File: config.mk
export PLATFORM = sky130hd
export DESIGN_NAME = multi_blinker
export DESIGN_NICKNAME = d
export VERILOG_FILES = /design/src/rtl/multi_blinker_pkg.sv /design/src/rtl/multi_blinker_channel.sv /design/src/rtl/multi_blinker.sv
export SDC_FILE = /design/constraint.sdc
export NUM_CORES = 1
export LEC_CHECK = 0
export ABC_AREA = 1
export CAP_MARGIN = 20
export CORE_MARGIN = 2
export CORE_UTILIZATION = 54
export CTS_BUF_LIST = sky130_fd_sc_hd__clkbuf_2 sky130_fd_sc_hd__clkbuf_4 sky130_fd_sc_hd__clkbuf_8
export CTS_CLUSTER_DIAMETER = 200
export DETAILED_ROUTE_END_ITERATION = 16
export MAX_ROUTING_LAYER = met4
export PLACE_DENSITY_LB_ADDON = 0.08
export SLEW_MARGIN = 5
export SYNTH_ARGS = -nofsm -noshare
export SYNTH_HDL_FRONTEND = slang
export SYNTH_HIERARCHICAL = 1
export SYNTH_SLANG_ARGS = --single-unit
File: constraint.sdc
create_clock -name i_Clk -period 4.6 [get_ports i_Clk]
set_input_delay 0.69 -clock i_Clk [delete_from_list [all_inputs] [get_ports i_Clk]]
set_output_delay 0.69 -clock i_Clk [all_outputs]
set_load 0.005 [all_outputs]
File: src/rtl/multi_blinker_pkg.sv
// Shared mode encoding for the multi-channel blinker.
package multi_blinker_pkg;

  localparam int MODE_W = 2;

  typedef enum logic [MODE_W-1:0] {
    MODE_OFF    = 2'd0,
    MODE_BLINK  = 2'd1,
    MODE_ON     = 2'd2,
    MODE_STROBE = 2'd3
  } mode_e;

  function automatic logic is_counting(input mode_e m);
    return (m == MODE_BLINK) || (m == MODE_STROBE);
  endfunction

endpackage

File: src/rtl/multi_blinker_channel.sv
// One blinker channel: active/shadow (half, mode) pairs, counter, pending flag
// and registered out/tick.
module blink_channel
  import multi_blinker_pkg::*;
#(
  parameter int          CNT_W      = 24,
  parameter int unsigned RESET_HALF = 12500000,
  parameter mode_e       RESET_MODE = MODE_BLINK
) (
  input  logic             clk,
  input  logic             rst_n,
  input  logic             wr_en,
  input  logic [CNT_W-1:0] wr_half,
  input  mode_e            wr_mode,
  input  logic             sync,
  output logic             pending,
  output logic             out,
  output logic             tick
);

  logic [CNT_W-1:0] half_q, half_d, cnt_q, cnt_d, sh_half_q, sh_half_d;
  mode_e            mode_q, mode_d, sh_mode_q, sh_mode_d;
  logic             pend_q, pend_d, out_q, out_d, tick_q, tick_d;
  logic [CNT_W-1:0] h_eff, term;

  // A half-period of 0 behaves as 1, so the terminal count never underflows.
  assign h_eff = (half_q == '0) ? CNT_W'(1) : half_q;
  assign term  = h_eff - CNT_W'(1);

  always_comb begin
    half_d    = half_q;
    mode_d    = mode_q;
    cnt_d     = cnt_q;
    sh_half_d = sh_half_q;
    sh_mode_d = sh_mode_q;
    pend_d    = pend_q;
    out_d     = out_q;
    tick_d    = 1'b0;

    // wr_en only arrives while not pending, so the shadow is never
    // overwritten under a pending apply.
    if (wr_en) begin
      sh_half_d = wr_half;
      sh_mode_d = wr_mode;
      pend_d    = 1'b1;
    end

    if (sync) begin
      if (pend_d) begin
        half_d = sh_half_d;
        mode_d = sh_mode_d;
      end
      pend_d = 1'b0;
      cnt_d  = '0;
      out_d  = (mode_d == MODE_ON);
    end else if (!is_counting(mode_q)) begin
      cnt_d = '0;
      if (pend_q) begin
        half_d = sh_half_q;
        mode_d = sh_mode_q;
        pend_d = 1'b0;
      end
      out_d = (mode_d == MODE_ON);
    end else if (cnt_q == term) begin
      cnt_d  = '0;
      tick_d = 1'b1;
      if (pend_q) begin
        half_d = sh_half_q;
        mode_d = sh_mode_q;
        pend_d = 1'b0;
        out_d  = (sh_mode_q == MODE_ON);
      end else begin
        out_d = (mode_q == MODE_BLINK) ? ~out_q : 1'b1;
      end
    end else begin
      cnt_d = cnt_q + CNT_W'(1);
      if (mode_q == MODE_STROBE) out_d = 1'b0;
    end
  end

  always_ff @(posedge clk or negedge rst_n) begin
    if (!rst_n) begin
      half_q    <= CNT_W'(RESET_HALF);
      mode_q    <= RESET_MODE;
      cnt_q     <= '0;
      sh_half_q <= CNT_W'(RESET_HALF);
      sh_mode_q <= RESET_MODE;
      pend_q    <= 1'b0;
      out_q     <= (RESET_MODE == MODE_ON);
      tick_q    <= 1'b0;
    end else begin
      half_q    <= half_d;
      mode_q    <= mode_d;
      cnt_q     <= cnt_d;
      sh_half_q <= sh_half_d;
      sh_mode_q <= sh_mode_d;
      pend_q    <= pend_d;
      out_q     <= out_d;
      tick_q    <= tick_d;
    end
  end

  assign pending = pend_q;
  assign out     = out_q;
  assign tick    = tick_q;

endmodule

File: src/rtl/multi_blinker.sv
// Multi-channel programmable blinker / clock divider: write decode, sync
// fan-out and ready mux around an array of blink_channel instances.
module multi_blinker
  import multi_blinker_pkg::*;
#(
  parameter int                CHANNELS   = 4,
  parameter int                CNT_W      = 24,
  parameter int unsigned       RESET_HALF = 12500000,
  parameter logic [MODE_W-1:0] RESET_MODE = 2'd1,
  localparam int               CH_W       = (CHANNELS > 1) ? $clog2(CHANNELS) : 1
) (
  input  logic                i_Clk,
  input  logic                i_Rst_n,
  input  logic                i_Wr_En,
  input  logic [CH_W-1:0]     i_Wr_Ch,
  input  logic [CNT_W-1:0]    i_Wr_Half,
  input  logic [MODE_W-1:0]   i_Wr_Mode,
  input  logic                i_Sync,
  output logic                o_Wr_Ready,
  output logic [CHANNELS-1:0] o_Out,
  output logic [CHANNELS-1:0] o_Tick
);

  logic [CHANNELS-1:0] pending, wr_sel;

  // Out-of-range channel indices never match, so they read as ready.
  always_comb begin
    o_Wr_Ready = 1'b1;
    for (int c = 0; c < CHANNELS; c++)
      if (int'(i_Wr_Ch) == c) o_Wr_Ready = !pending[c];
  end

  for (genvar g = 0; g < CHANNELS; g++) begin : g_ch
    assign wr_sel[g] = i_Wr_En && o_Wr_Ready && (int'(i_Wr_Ch) == g);

    blink_channel #(
      .CNT_W      (CNT_W),
      .RESET_HALF (RESET_HALF),
      .RESET_MODE (mode_e'(RESET_MODE))
    ) u_ch (
      .clk     (i_Clk),
      .rst_n   (i_Rst_n),
      .wr_en   (wr_sel[g]),
      .wr_half (i_Wr_Half),
      .wr_mode (mode_e'(i_Wr_Mode)),
      .sync    (i_Sync),
      .pending (pending[g]),
      .out     (o_Out[g]),
      .tick    (o_Tick[g])
    );
  end

endmodule

# Word-level counts from Yosys, hierarchy flattened
# Cells that the tools add are included.
dict set report totals {
  ff_bits 316
  input_bits 32
  output_inout_bits 9
  elab_cells 241
}
dict set report classes {
  addsub 8
  eq_ne 39
  n_mux 136
  bitwise 4
  n_reduce_logical 22
}
# cell count
set op_table {}
lappend op_table {{2-to-1 mux 24 bit} 40}
lappend op_table {{adder 24 x 1 -> 24 bit, second input constant} 4}
lappend op_table {{== test 24 bit} 4}
lappend op_table {{zero test 24 bit} 4}
lappend op_table {{subtractor 24 x 1 -> 24 bit, second input constant} 4}
lappend op_table {{2-to-1 mux 2 bit} 36}
lappend op_table {{2-to-1 mux 1 bit} 60}
lappend op_table {{== test 2 bit, second input constant} 18}
lappend op_table {{inequality test 4 x 3 -> 1 bit, second input constant} 4}
lappend op_table {{inequality test 3 bit, second input constant} 4}
lappend op_table {{== test 2 x 1 -> 1 bit, second input constant} 5}
lappend op_table {{inequality test 2 x 1 -> 1 bit, second input constant} 4}
lappend op_table {{AND reduction 2 bit} 4}
lappend op_table {{logical AND 1 bit} 5}
lappend op_table {{zero test 1 bit} 4}
lappend op_table {{logical OR 1 bit} 4}
lappend op_table {{NOT 1 bit} 4}
lappend op_table {{zero test 2 bit} 1}

# Longest topological paths before layout
dict set report logic_depth {
  depth_word 12
  depth_mapped 23
  depth_no_buf 22
}

# By module
# The synthesis kept the hierarchy.
# mod instances cells_per_inst area_each_um2 seq_area_each_um2
set by_module_without_submodules {}
lappend by_module_without_submodules {{blink_channel (g_ch[0].u_ch ...)} 2 647 4804.6 2009.4}
lappend by_module_without_submodules {{blink_channel (g_ch[3].u_ch)} 1 692 4928.5 2009.4}
lappend by_module_without_submodules {{blink_channel (g_ch[2].u_ch)} 1 635 4719.5 2009.4}
lappend by_module_without_submodules {multi_blinker 1 17 80.1 0.0}

# Least setup slack after synthesis
# OpenSTA, ideal clock, no wires.
dict set report synth_timing {
  path_type {flip-flop to flip-flop}
  start {register g_ch[0].u_ch.half_q[9]}
  end {register g_ch[0].u_ch.half_q[9]}
  setup_ps 117
  arrival_ps 2701
  t_required_ps 4483
  setup_slack_ps 1783
  path_stages_with_launch 24
  path_buffers 1
  synth_period_minus_slack_ps 2817
  cell_sequence {dfrtp_1 nor2_1 nand2_1 nor2_2 nand3_2 nand2_1 inv_1 ha_1 nand2_1 inv_1 nand2_1 nor2_1 nand2_1 xor2_1 inv_1 a21oi_2 nand2_1 nor2_2 nand3_2 nand2_4 nand2_4 buf_6 nand2_1 nand2_1}
}
dict set report synth_between {
  elab_chain_len 6
  word_cells_on_any_way 10
  cone_classes {add/sub (1); eq/ne (2); mux (5); reduce/logical (2)}
}
# element line_no
set synth_lines {}
lappend synth_lines {{start: declaration} multi_blinker_channel.sv:21} ;# logic [CNT_W-1:0] half_q, half_d, cnt_q, cnt_d, sh_half_q, sh_half_d;
lappend synth_lines {{start signal: assignment} multi_blinker_channel.sv:83} ;# half_q <= CNT_W'(RESET_HALF);
lappend synth_lines {{start signal: assignment} multi_blinker_channel.sv:92} ;# half_q <= half_d;
lappend synth_lines {{zero test 24 bit} multi_blinker_channel.sv:27} ;# assign h_eff = (half_q == '0) ? CNT_W'(1) : half_q;
lappend synth_lines {{2-to-1 mux 24 bit} multi_blinker_channel.sv:27}
lappend synth_lines {{subtractor 24 x 1 -> 24 bit} multi_blinker_channel.sv:28} ;# assign term = h_eff - CNT_W'(1);
lappend synth_lines {{== test 24 bit} multi_blinker_channel.sv:64} ;# end else if (cnt_q == term) begin
lappend synth_lines {{inequality test 3 bit (no source line)} --}
lappend synth_lines {{AND reduction 2 bit (no source line)} --}
# Several ways; a longest one is shown, not always the timed one. The select of a mux whose other input is x is not followed.
# A chain may end at the register's enable or synchronous reset.

# Worst setup path in the final report
dict set report layout_timing {
  start {register g_ch[1].u_ch.half_q[14]}
  end {register g_ch[1].u_ch.mode_q[1]}
}
dict set report layout_between {
  elab_chain_len 5
}
# element line_no
set layout_lines {}
lappend layout_lines {{start: declaration} multi_blinker_channel.sv:21}
lappend layout_lines {{start signal: assignment} multi_blinker_channel.sv:83}
lappend layout_lines {{start signal: assignment} multi_blinker_channel.sv:92}
lappend layout_lines {{zero test 24 bit} multi_blinker_channel.sv:27}
lappend layout_lines {{2-to-1 mux 24 bit (*)} multi_blinker_channel.sv:27}
lappend layout_lines {{subtractor 24 x 1 -> 24 bit (*)} multi_blinker_channel.sv:28}
lappend layout_lines {{== test 24 bit (*)} multi_blinker_channel.sv:64}
lappend layout_lines {{inequality test 3 bit (no source line) (*)} --}
lappend layout_lines {{end signal: assignment} multi_blinker_channel.sv:93} ;# mode_q <= mode_d;
lappend layout_lines {{end: declaration} multi_blinker_channel.sv:22} ;# mode_e mode_q, mode_d, sh_mode_q, sh_mode_d;
# Every way passes the cells marked *; elsewhere a longest branch is shown, timed or not.

==> metrics.txt <==
Worst-path clk slew=around 60 ps; cts bufs inserted=54; P per Cell Area=approximately 470 nW/um2; grt met3 use=0.0375; Yosys top cell by area=dfrtp_1; Initial DRC Count=~1100; Via density=between 5 and 6; # nets final=roughly 2700; area added between synthesis and finish=9.91%; Most used DFF post-synth=dfrtp_1; Final Util=0.600; Async S/R FF share, synth=1.00; row cnt=69; post-synthesis instance area=roughly 19000 um2; Fmax=roughly 250 MHz; number of synthesized flops with an enable pin=0; worst skew pair latency=~630 ps; endpoints failing setup=0; outcome=finished, final reports clean; Max Cap Viol=0; Critical Path AT=4470 ps; met2 usage=0.419; I/O pin total=41; vias=between 15000 and 20000; CTS tree=yes; Final ANT Viol Nets=0; critical path fanouts, max=32; Die Width=193 um; GRT Max-Usage Layer=met2; Slew headroom=0.446; syn_area_per_cell=roughly 7.3 um2; Tcrit/Tclk final=0.854; setup bufs post-CTS=0; Final min period=around 3900 ps; Synth Net Count=2678; gpl congestion=0.938; vias in the first global route=16000; Initial Util=0.546; total track usage=0.272; Worst Hold Class=in -> async; CTS sink cnt=316; critical path class=reg -> reg; Worst Tran Pin Value=slightly above 800 ps; layout cells sized above 1=0.113; first-pass GRT wire length=~80 mm; GRT met1 Usage=0.372; H-tree Lvls=2; Syn Inst Count=2638; Hold WS=75.5 ps; RSZ-0062 raised after global routing=false; DR WL/cell=approximately 16 um; CORE AREA=35400 um2; global route overflow=0; placed standard-cell area=roughly 20000 um2; die height=approximately 190 um; Req. time, crit path=5150 ps; Leak=0.00985 uW; hold buffers post-CTS=0; largest net degree at the start of global routing=121; number of port buffers=40; most frequent cells after synthesis=nand2_1, inv_1, nor2_1; CP Capture Type=flip-flop; hpwl dp=~35 mm; cell with the most instances after synthesis=nand2_1; DRT Pass-1 Iters=6; Peak VDD IR=slightly below 0.0003 V; Synth top area share=0.274; Worst Skew=23.6 ps; Setup TNS=0 ps; largest cells by area after synthesis=dfrtp_1, dfstp_2, nand2_1, inv_1, nor2_1; final slew viol count=0; Yosys cell types=50; Longest Clk Path Bufs=3; Residual DRC=0; clock root cell=clkbuf_8; CTS resizes=0; wirelength, routed=about 49 mm; antenna violations before repair=1; Layout Cell Area excl Fill=about 21000 um2; register bit total from synthesis=between 300 and 400; post-synthesis sequential area ratio=0.416; final hold vios=0; Setup crit start kind=flip-flop; Ys Warns=6; die area=37300 um2
-- cell families (layout without fill, tap and decap cells) --
logic type | count (synthesis) | count (layout) | share of synthesized area
muxes | 4 | 4 | 0.00233
and+or+nand+nor | 1395 | 1395 | 0.316
DFF | 316 | 316 | 0.416
AOI/OAI and AO/OA | 280 | 280 | 0.0758
adders and majority gates | 8 | 8 | 0.00518
xor gates and xnor gates | 206 | 206 | 0.0945
other | 0 | 1 | 0
buffers and inverters | 429 | 486 | 0.0905
-- routing by layer --
layer,wire length (um),share of wire,vias up
met2,22200,0.45,303
met4,1460,0.030,0
met3,1980,0.040,98
met1,23300,0.48,7792
met5,0,0,-
li1,-,-,8381
-- through the flow --
| stage | std cells | total power (uW) | worst slack [ps] |
|---|---|---|---|
| after CTS | 3156 | 10100 | 692 |
| after global routing | 3157 | 10700 | 233 |
| after global placement | 3056 | 7130 | 730 |
| final | 3157 | 9970 | 673 |
| after detailed placement | 3056 | 7190 | 710 |
| after floorplan | 2638 | 6380 | 1780 |
-- sequential cells by signal, summed over array words and instances, names as in the netlist --
| name | flops |
|---|---|
| g_ch.u_ch/out | 4 |
| g_ch.u_ch/half_q | 96 |
| g_ch.u_ch/mode_q | 8 |
| g_ch.u_ch/pending | 4 |
| g_ch.u_ch/cnt_q | 96 |
| g_ch.u_ch/sh_half_q | 96 |
| g_ch.u_ch/tick | 4 |
| g_ch.u_ch/sh_mode_q | 8 |
-- placed cells by master (no fill, tap or decap), drive strengths merged --
| cell type | Yosys | layout |
|---|---|---|
| nand2 | 722 | 722 |
| inv | 327 | 327 |
| nor2 | 321 | 321 |
| o21ai | 228 | 228 |
| dfrtp | 212 | 212 |
| nand3 | 207 | 207 |
| xor2 | 112 | 112 |
| dfstp | 104 | 104 |
| clkbuf | 61 | 95 |
| xnor2 | 94 | 94 |
| nand4 | 76 | 76 |
| clkdlybuf4s50 | 0 | 38 |
| nor3 | 30 | 30 |
| a21oi | 26 | 26 |
| nor4 | 22 | 22 |
| buf | 39 | 19 |
| a31oi | 11 | 11 |
| ha | 8 | 8 |
| nand3b | 6 | 6 |
| clkinv | 2 | 6 |
| a21boi | 6 | 6 |
| or2 | 5 | 5 |
| mux2 | 4 | 4 |
| o21a | 4 | 4 |
| and2 | 3 | 3 |
| a31o | 2 | 2 |
| and3 | 2 | 2 |
| diode | 0 | 1 |
| clkinvlp | 0 | 1 |
| o21bai | 1 | 1 |
| a21o | 1 | 1 |
| or3 | 1 | 1 |
| o22ai | 1 | 1 |
-- critical path, stage by stage, from the launching register on --
cell and delay, ps:
dfrtp_1 440, nor2_1 220, nand2_1 120, nor2_2 130
nand3_2 310, nand2_1 180, inv_1 140, ha_1 260
nand2_1 150, inv_1 70, nand2_1 170, nor2_1 90
xor2_1 180, a21boi_1 230, nand2_1 70, nor2_1 140
nand3_2 140, nand2_4 310, buf_4 320, nand2_1 80
o21ai_0 80
-- report_power, final --
group	internal (uW)	total (uW)	switching [uW]
Sequential	3520	4080	554
Clock	1640	2800	1160
Combinational	1120	3090	1970
Total	6280	9970	3690
-- worst paths after layout --
check	from	endpoint	slack [ps]	depth (start not counted)
worst max-delay path	g_ch[1].u_ch/half_q[14]	g_ch[1].u_ch/mode_q[1]	670	20
worst min-delay path	i_Rst_n	g_ch[3].u_ch/cnt_q[22]	80	1
worst max register to register	g_ch[1].u_ch/half_q[14]	g_ch[1].u_ch/mode_q[1]	670	20
worst min register to register	g_ch[2].u_ch/half_q[15]	g_ch[2].u_ch/half_q[15]	490	2
max in group asynchronous	i_Rst_n	g_ch[0].u_ch/cnt_q[8]	3420	2
min in group i_Clk	g_ch[2].u_ch/half_q[15]	g_ch[2].u_ch/half_q[15]	490	2
-- layout make-up --
cell class	instances	area, um2
fillers	3344	14100
well taps	461	577
clock buffers	95	1210
diodes	1	2.50
inverters	329	1230
flip-flops and latches	316	8040
multi-input cells	1893	9600
clock inverters	5	27.5
repair buffers	57	572
Note: power is estimated with default switching activity, not from simulation.
